==> src/rtl/hnoc_port_arbiter.sv <==
// Output-port arbiter for one HNoC switch port: round-robin grant with a per-grant burst limit.
// Define HNOC_ARB_FIXED_PRIO_EN to replace round-robin with fixed lowest-index-wins priority.
module hnoc_port_arbiter #(
    parameter int DataWidth = 36,
    parameter int AddrWidth = 4,
    parameter int NumReq    = 3,
    parameter int MaxBurst  = 4
) (
    input  logic                        i_mclk,
    input  logic                        i_reset,
    input  logic [NumReq*DataWidth-1:0] i_req_data,
    input  logic [NumReq-1:0]           i_req_valid,
    output logic [NumReq-1:0]           o_req_ready,
    output logic [DataWidth-1:0]        o_data,
    output logic                        o_data_valid,
    input  logic                        i_data_ready,
    output logic [NumReq-1:0]           o_grant,
    output logic                        o_busy
);

    localparam int              IdxW     = (NumReq > 1) ? $clog2(NumReq) : 1;
    localparam logic [3:0]      LastBeat = 4'(MaxBurst - 1);
    localparam logic [IdxW-1:0] LastIdx  = IdxW'(NumReq - 1);

    typedef enum logic {
        ST_IDLE  = 1'b0,
        ST_GRANT = 1'b1
    } state_t;

    state_t          state_reg, state_next;
    logic [IdxW-1:0] g_reg, g_next;
    logic [IdxW-1:0] p_reg, p_next;
    logic [3:0]      bc_reg, bc_next;
    logic [IdxW-1:0] rr_ptr;
    logic [NumReq-1:0] grant_vec;
    logic [DataWidth-1:0] sel_data;
    logic            busy;
    logic            valid_g;
    logic            xfer;
    logic            release_grant;

    // First valid requester at or after start, wrapping modulo NumReq.
    function automatic logic [IdxW-1:0] pick_from(input logic [NumReq-1:0] vld,
                                                  input logic [IdxW-1:0]   start);
        logic [IdxW-1:0]   sel;
        logic [NumReq-1:0] rot;
        logic              found;
        int                idx;
        sel   = start;
        found = 1'b0;
        for (int k = 0; k < NumReq; k++) begin
            idx = int'(start) + k;
            if (idx >= NumReq) begin
                idx = idx - NumReq;
            end
            rot = vld >> idx;
            if (!found && rot[0]) begin
                sel   = IdxW'(idx);
                found = 1'b1;
            end
        end
        return sel;
    endfunction

    assign busy = (state_reg == ST_GRANT);

    genvar gi;
    generate
        for (gi = 0; gi < NumReq; gi++) begin : g_req
            assign grant_vec[gi] = busy && (g_reg == IdxW'(gi));
        end
    endgenerate

    always_comb begin
        sel_data = i_req_data[DataWidth-1:0];
        valid_g  = 1'b0;
        for (int r = 0; r < NumReq; r++) begin
            if (g_reg == IdxW'(r)) begin
                sel_data = i_req_data[r*DataWidth +: DataWidth];
                valid_g  = i_req_valid[r];
            end
        end
    end

    // Address field and payload travel together unmodified.
    assign o_data       = {sel_data[DataWidth-1 -: AddrWidth], sel_data[DataWidth-AddrWidth-1:0]};
    assign o_data_valid = busy && valid_g;
    assign o_req_ready  = grant_vec & {NumReq{i_data_ready}};
    assign o_grant      = grant_vec;
    assign o_busy       = busy;
    assign xfer         = o_data_valid && i_data_ready;

`ifdef HNOC_ARB_FIXED_PRIO_EN
    assign rr_ptr = '0;
`else
    assign rr_ptr = (g_reg == LastIdx) ? '0 : g_reg + IdxW'(1);
`endif

    always_comb begin
        state_next    = state_reg;
        g_next        = g_reg;
        p_next        = p_reg;
        bc_next       = bc_reg;
        release_grant = 1'b0;
        case (state_reg)
            ST_IDLE: begin
                if (|i_req_valid) begin
                    state_next = ST_GRANT;
                    g_next     = pick_from(i_req_valid, p_reg);
                    bc_next    = '0;
                end
            end
            ST_GRANT: begin
                // A pending beat (valid without ready) is never preempted.
                if (xfer && (bc_reg == LastBeat)) begin
                    release_grant = 1'b1;
                end else if (!valid_g) begin
                    release_grant = 1'b1;
                end else if (xfer) begin
                    bc_next = bc_reg + 4'd1;
                end
                // Re-arbitrate in the same cycle so back-to-back grants have no bubble.
                if (release_grant) begin
                    p_next  = rr_ptr;
                    bc_next = '0;
                    if (|i_req_valid) begin
                        g_next = pick_from(i_req_valid, rr_ptr);
                    end else begin
                        state_next = ST_IDLE;
                    end
                end
            end
            default: state_next = ST_IDLE;
        endcase
    end

    always_ff @(posedge i_mclk) begin
        if (i_reset) begin
            state_reg <= ST_IDLE;
            g_reg     <= '0;
            p_reg     <= '0;
            bc_reg    <= '0;
        end else begin
            state_reg <= state_next;
            g_reg     <= g_next;
            p_reg     <= p_next;
            bc_reg    <= bc_next;
        end
    end

endmodule
==> config.mk <==
export PLATFORM = sky130hd
export DESIGN_NAME = hnoc_port_arbiter
export DESIGN_NICKNAME = d
export VERILOG_FILES = /design/src/rtl/hnoc_port_arbiter.sv
export SDC_FILE = /design/constraint.sdc
export NUM_CORES = 1
export LEC_CHECK = 0
export CAP_MARGIN = 20
export CORE_ASPECT_RATIO = 1.2
export CORE_MARGIN = 1
export CORE_UTILIZATION = 60
export DETAILED_ROUTE_END_ITERATION = 10
export DONT_BUFFER_PORTS = 1
export PLACE_DENSITY = 0.77
export SLEW_MARGIN = 5
export SYNTH_ARGS = -nofsm -noshare
export SYNTH_HDL_FRONTEND = slang
export SYNTH_SLANG_ARGS = --single-unit
==> constraint.sdc <==
create_clock -name i_mclk -period 3 [get_ports i_mclk]
set_clock_uncertainty 0.2 [all_clocks]
set_input_delay 0.15 -clock i_mclk [delete_from_list [all_inputs] [get_ports i_mclk]]
set_output_delay 0.15 -clock i_mclk [all_outputs]
set_load 0.1 [all_outputs]
## After elaboration in Yosys (flattened, before gate mapping)

Index checks and enable logic that the tools add are counted.

| storage, ports and cells | value |
|---|---|
| logic and storage cells | 121 |
| flip-flop bits (word level) | 9 |

| operators by class | value |
|---|---|
| $lt $le $gt $ge | 6 |
| $add $sub $neg | 12 |
| bitwise gates (word level) | 2 |
| eq/ne operators | 9 |
| multiplexer cells | 63 |
| reduce and logical (&&, ||, !) cells | 19 |
| shift-type cells | 6 |

Operators by type and width:

| kind | count |
|---|---|
| two-way mux 32 bit | 21 |
| >> shifter 3 x 32 -> 1 bit | 6 |
| two-way mux 36 bit | 2 |
| two-way mux 1 bit | 22 |
| two-way mux 2 bit | 10 |
| two-way mux 4 bit | 5 |
| subtractor 3 x 2 -> 4 bit (second input constant) | 4 |
| greater-or-equal comparator 3 x 2 -> 1 bit (second input constant) | 4 |
| logical AND 1 bit | 10 |
| one-hot mux 4 bit (2 select lines) | 1 |
| adder 2 x 1 -> 3 bit (second input constant) | 2 |
| adder 2 x 2 -> 3 bit (second input constant) | 2 |
| != test 3 x 1 -> 1 bit (second input constant) | 2 |
| subtractor 2 x 2 -> 3 bit (second input constant) | 2 |
| adder 4 x 1 -> 4 bit (second input constant) | 1 |
| equality test 4 x 2 -> 1 bit (second input constant) | 1 |
| greater-or-equal comparator 2 bit (second input constant) | 2 |
| logical NOT 1 bit | 4 |
| != test 2 x 1 -> 1 bit (second input constant) | 2 |
| one-hot mux 2 bit (2 select lines) | 1 |
| AND reduction 4 bit | 1 |
| AND 3 bit | 1 |
| != test 3 x 2 -> 1 bit (second input constant) | 1 |
| AND reduction 3 bit | 1 |
| other kinds (9) | 9 |

## Logic depth before layout (Yosys ltp)

| logic depth | value |
|---|---|
| depth after elaboration | 28 |
| gate-level depth with buffers | 11 |
| gate-level depth less buffers | 9 |

## Worst setup path after synthesis

OpenSTA, ideal clock, no wires.

| timing path | value |
|---|---|
| path kind | flip-flop to output port |
| from | register state_reg (netlist: o_busy) |
| to | output port o_req_ready[2] |
| arrival time | 3.648 ns |
| buffers on the path | 1 |
| setup slack | -0.998 ns |
| cell stages (with the launch flop) | 4 |
| cells stage by stage | dfxtp_1 > clkbuf_1 > nand2_1 > nor3b_1 |

| between the ends | value |
|---|---|
| cells in the longest elaborated chain, start to end | 2 |

RTL lines:

| item | RTL line | RTL |
|---|---|---|
| from (decl) | 30 | `state_t state_reg, state_next;` |
| from (signal assigned) | 144 | `state_reg <= state_next;` |
| logical AND 1 bit | 70 | `assign grant_vec[gi] = busy && (g_reg == IdxW'(gi));` |
| AND 3 bit | 88 | `assign o_req_ready = grant_vec & {NumReq{i_data_ready}};` |
| to (decl) | 13 | `output logic [NumReq-1:0] o_req_ready,` |

Every way passes these cells.

## Worst setup path after layout

| timing path | value |
|---|---|
| from | register p_reg[1] |
| to | register g_reg[0] |

| between the ends | value |
|---|---|
| cells in the longest elaborated chain, start to end | 18 |
| elaborated cells on any way between the ends | 35 |
| classes of those cells | add/sub (5); order compare (3); shift (3); mux (20); reduce/logical (4) |

RTL lines:

| item | RTL line | RTL |
|---|---|---|
| from (decl) | 32 | `logic [IdxW-1:0] p_reg, p_next;` |
| from (signal assigned) | 146 | `p_reg <= p_next;` |
| subtractor 2 x 2 -> 3 bit or greater-or-equal comparator 2 bit (tied branches) | 54, 53 |  |
| two-way mux 32 bit | 53 | `if (idx >= NumReq) begin` |
| two-way mux 32 bit | 107 | `if (\|i_req_valid) begin` |
| two-way mux 32 bit | 105 | `case (state_reg)` |
| >> shifter 3 x 32 -> 1 bit | 56 | `rot = vld >> idx;` |
| two-way mux 1 bit | 57 | `if (!found && rot[0]) begin` |
| two-way mux 1 bit | 107 |  |
| two-way mux 1 bit | 105 |  |
| [2 not listed] | - |  |
| two-way mux 1 bit | 57 |  |
| two-way mux 1 bit | 107 |  |
| two-way mux 1 bit | 105 |  |
| logical NOT 1 bit | 57 |  |
| logical AND 1 bit | 57 |  |
| two-way mux 2 bit (*) | 57 |  |
| two-way mux 2 bit (*) | 107 |  |
| one-hot mux 2 bit (2 select lines) (*) | 105 |  |
| to (signal assigned) | 145 | `g_reg <= g_next;` |
| to (decl) | 31 | `logic [IdxW-1:0] g_reg, g_next;` |

Every way passes the cells marked *; elsewhere a longest branch is shown, timed or not. The select of a mux whose other input is x is not followed.
A chain may end at the register's enable or synchronous reset.

==> results.cfg <==
[yosys]
netlist_area_um2 = 2140
ys_ff_latch = 9
synth_area_leader_cell = mux2i_1
synth_nets = 425
ys_types = 45
synth_edf_count = 0
netlist.area_leader.share = 0.211
netlist_instances = 302
synth_area_leaders = mux2i_1 21%, a211oi_1 13%, nor2b_1 12%
avgSynthCellArea_um2 = 7.08
synth_seq_area_share = 0.0843
synthFlopType = dfxtp_1
async_reset_ff_frac = 0
ys.warnings.count = 0

[global_route]
antenna_found_initial = 0
grt_usage = 0.297
grt_pass1_vias = 2067
grt_pass1_wl_mm = 8.95
grt-ovfl-total = 0
grt_max_degree = 61

[clocking]
cts_resized = 0
h-tree-depth = 1
cts_sinks = 9
cts.clk_slew.worst_paths_ps = 50
clk-insertion-delay-late_ps = 240
clock-root-buffer = clkbuf_8
cts_tree = done
clockBufferDepth = 2
numCtsBuffers = 3

[setup_path]
path_class = flip-flop to flip-flop
cp-end-kind = flip-flop
crit_path_start_kind = flip-flop
slowest_delay_ps = 450
crit_top_cell = mux2i_1
cp_data_arrival_time_ps = 2530
slowest_stage = a222oi_1
path_max_fanout = 7
r2r.worst_path.cells = 8
crit_required_ps = 2930
crit_chain = inv_1, ha_1, nand2b_1, a222oi_1, mux2i_1, o21ai_1, mux2i_1, a2111oi_2

[die]
core_area_um2 = 3370
die-area_um2 = 3810
start_util = 0.635
io_pins = 158
die_x_um = 56.5
num_rows = 23
die_h_um = 67.4

[detailed_routing]
drc = 0
routedWlPerCell_um = 16.8
vias_per_cell = 6.38
vias = 2341
routed_wl_mm = 6.18
drt-pass1-iter-count = 5
postRouteAntennaNets = 0
drt_iter0_markers = 94

[placement]
io_buffers = 0
gp_congestion = 0.887
dp_hpwl_mm = 5.03
pre_cts_ws_ps = 372

[final_layout]
antenna_cells = 0
layout_commonest_cell = buf_4
nNetsFinal = 454
fin_util = 0.789
syn2layout_area_growth_pct = 24.3
largest_register_ffs = 4
layout_common_cells = 49 x buf_4, 45 x mux2i_1, 41 x nor2b_1, 37 x a21oi_2, 36 x a211oi_1
drive_above_1_share = 0.300

[pwr]
powerDensity_nw_per_um2 = 975
leakagePower_nw = 0.996
peakVddDrop_v = 0.00102

[sta]
finalHoldViolations = 0
fmax_mhz = 384
slew_headroom = 0.560
min_period_over_period = 0.869
finalCriticalPeriod_ps = 2610
setup_viol = 0
rsz0062_at_grt = false
worst_slew_pin_slew_ps = 661
final_max_slew_viol_count = 0
setup_slack_ps = 393
fin_tns_setup_ps = 0

[hold_path]
hold_depth = 4
hold_class = primary input to flip-flop

[outcome]
outcome = finished, final reports clean

[job]
drv_cap = 0
## through the flow
step           area (µm²)  total power, mW  hold WS, ps  std cells
6_report             2660             2.59         62.5        367
5_1_grt              2660             2.70         94.8        367
4_1_cts              2660             2.59         51.2        367
3_5_place_dp         2580             2.44         23.2        360
3_3_place_gp         2580             2.41         22.0        360
2_1_floorplan        2280             2.08         19.1        302
## synth_stat cells (all sizes together) (2+ instances only)
cell type and number:
and3 3, ha 9, dfxtp 9, and2 4, nand3 6, clkbuf 18
nand2 12, nand4 2, a211oi 36, nand2b 6, o21ai 10, nor2b 41
nor3 2, inv 10, buf 10, a21oi 43, nor3b 2, a2111oi 2
mux2i 45, nor2 13, xnor2 2
## critical path: cells and delay by family (launching register included)
| kind | cells | cell delay (ps) |
|---|---|---|
| AND/OR/NAND/NOR | 1 | 180 |
| AO/OA/AOI/OAI | 3 | 940 |
| multiplexers | 2 | 240 |
| buffers and inverters | 1 | 120 |
| flip-flops | 1 | 440 |
| adder cells (fa/ha/maj) | 1 | 380 |
## metal layers
metal | part of all wire | vias up | GRT usage | wire [µm]
li1 | - | 1168 | - | -
met1 | 0.40 | 1046 | 0.349 | 2470
met2 | 0.50 | 115 | 0.538 | 3110
met3 | 0.079 | 12 | 0.0575 | 487
met4 | 0.018 | 0 | 0.107 | 114
met5 | 0 | - | 0 | 0
## power by group
part | total, mW | switching [mW] | internal [mW]
Sequential | 0.147 | 0.0137 | 0.133
Clock | 0.145 | 0.0517 | 0.0929
Combinational | 2.30 | 1.76 | 0.542
## path summary, 6_finish.rpt
kind	start	slack [ps]	end
max	p_reg[1]	390	g_reg[0]
min	i_req_valid[2]	60	g_reg[1]
max reg2reg	p_reg[1]	390	g_reg[0]
min reg2reg	p_reg[0]	330	p_reg[0]
## kinds of logic after synthesis
kind of cell,after synthesis,share of synthesized area
fa+ha+maj,9,0.0527
xor+xnor,2,0.00820
compound gates,103,0.313
flops,9,0.0843
mux,46,0.216
simple gates,95,0.247
buf+inv,38,0.0784
## timing repair
| item | CTS | global route |
|---|---|---|
| setup buffers | 0 | 0 |
| endpoints found under the hold margin | 9 | 0 |
| hold buffers | 3 | 0 |
## layout make-up
cell class,instances,area [µm²]
timing repair buffer,52,398
inverter,10,37.5
fill,260,711
multi-input combinational,255,1940
clock buffer,4,45.0
sequential,9,188
tap,37,46.3
Note: power is estimated with default switching activity, not from simulation.
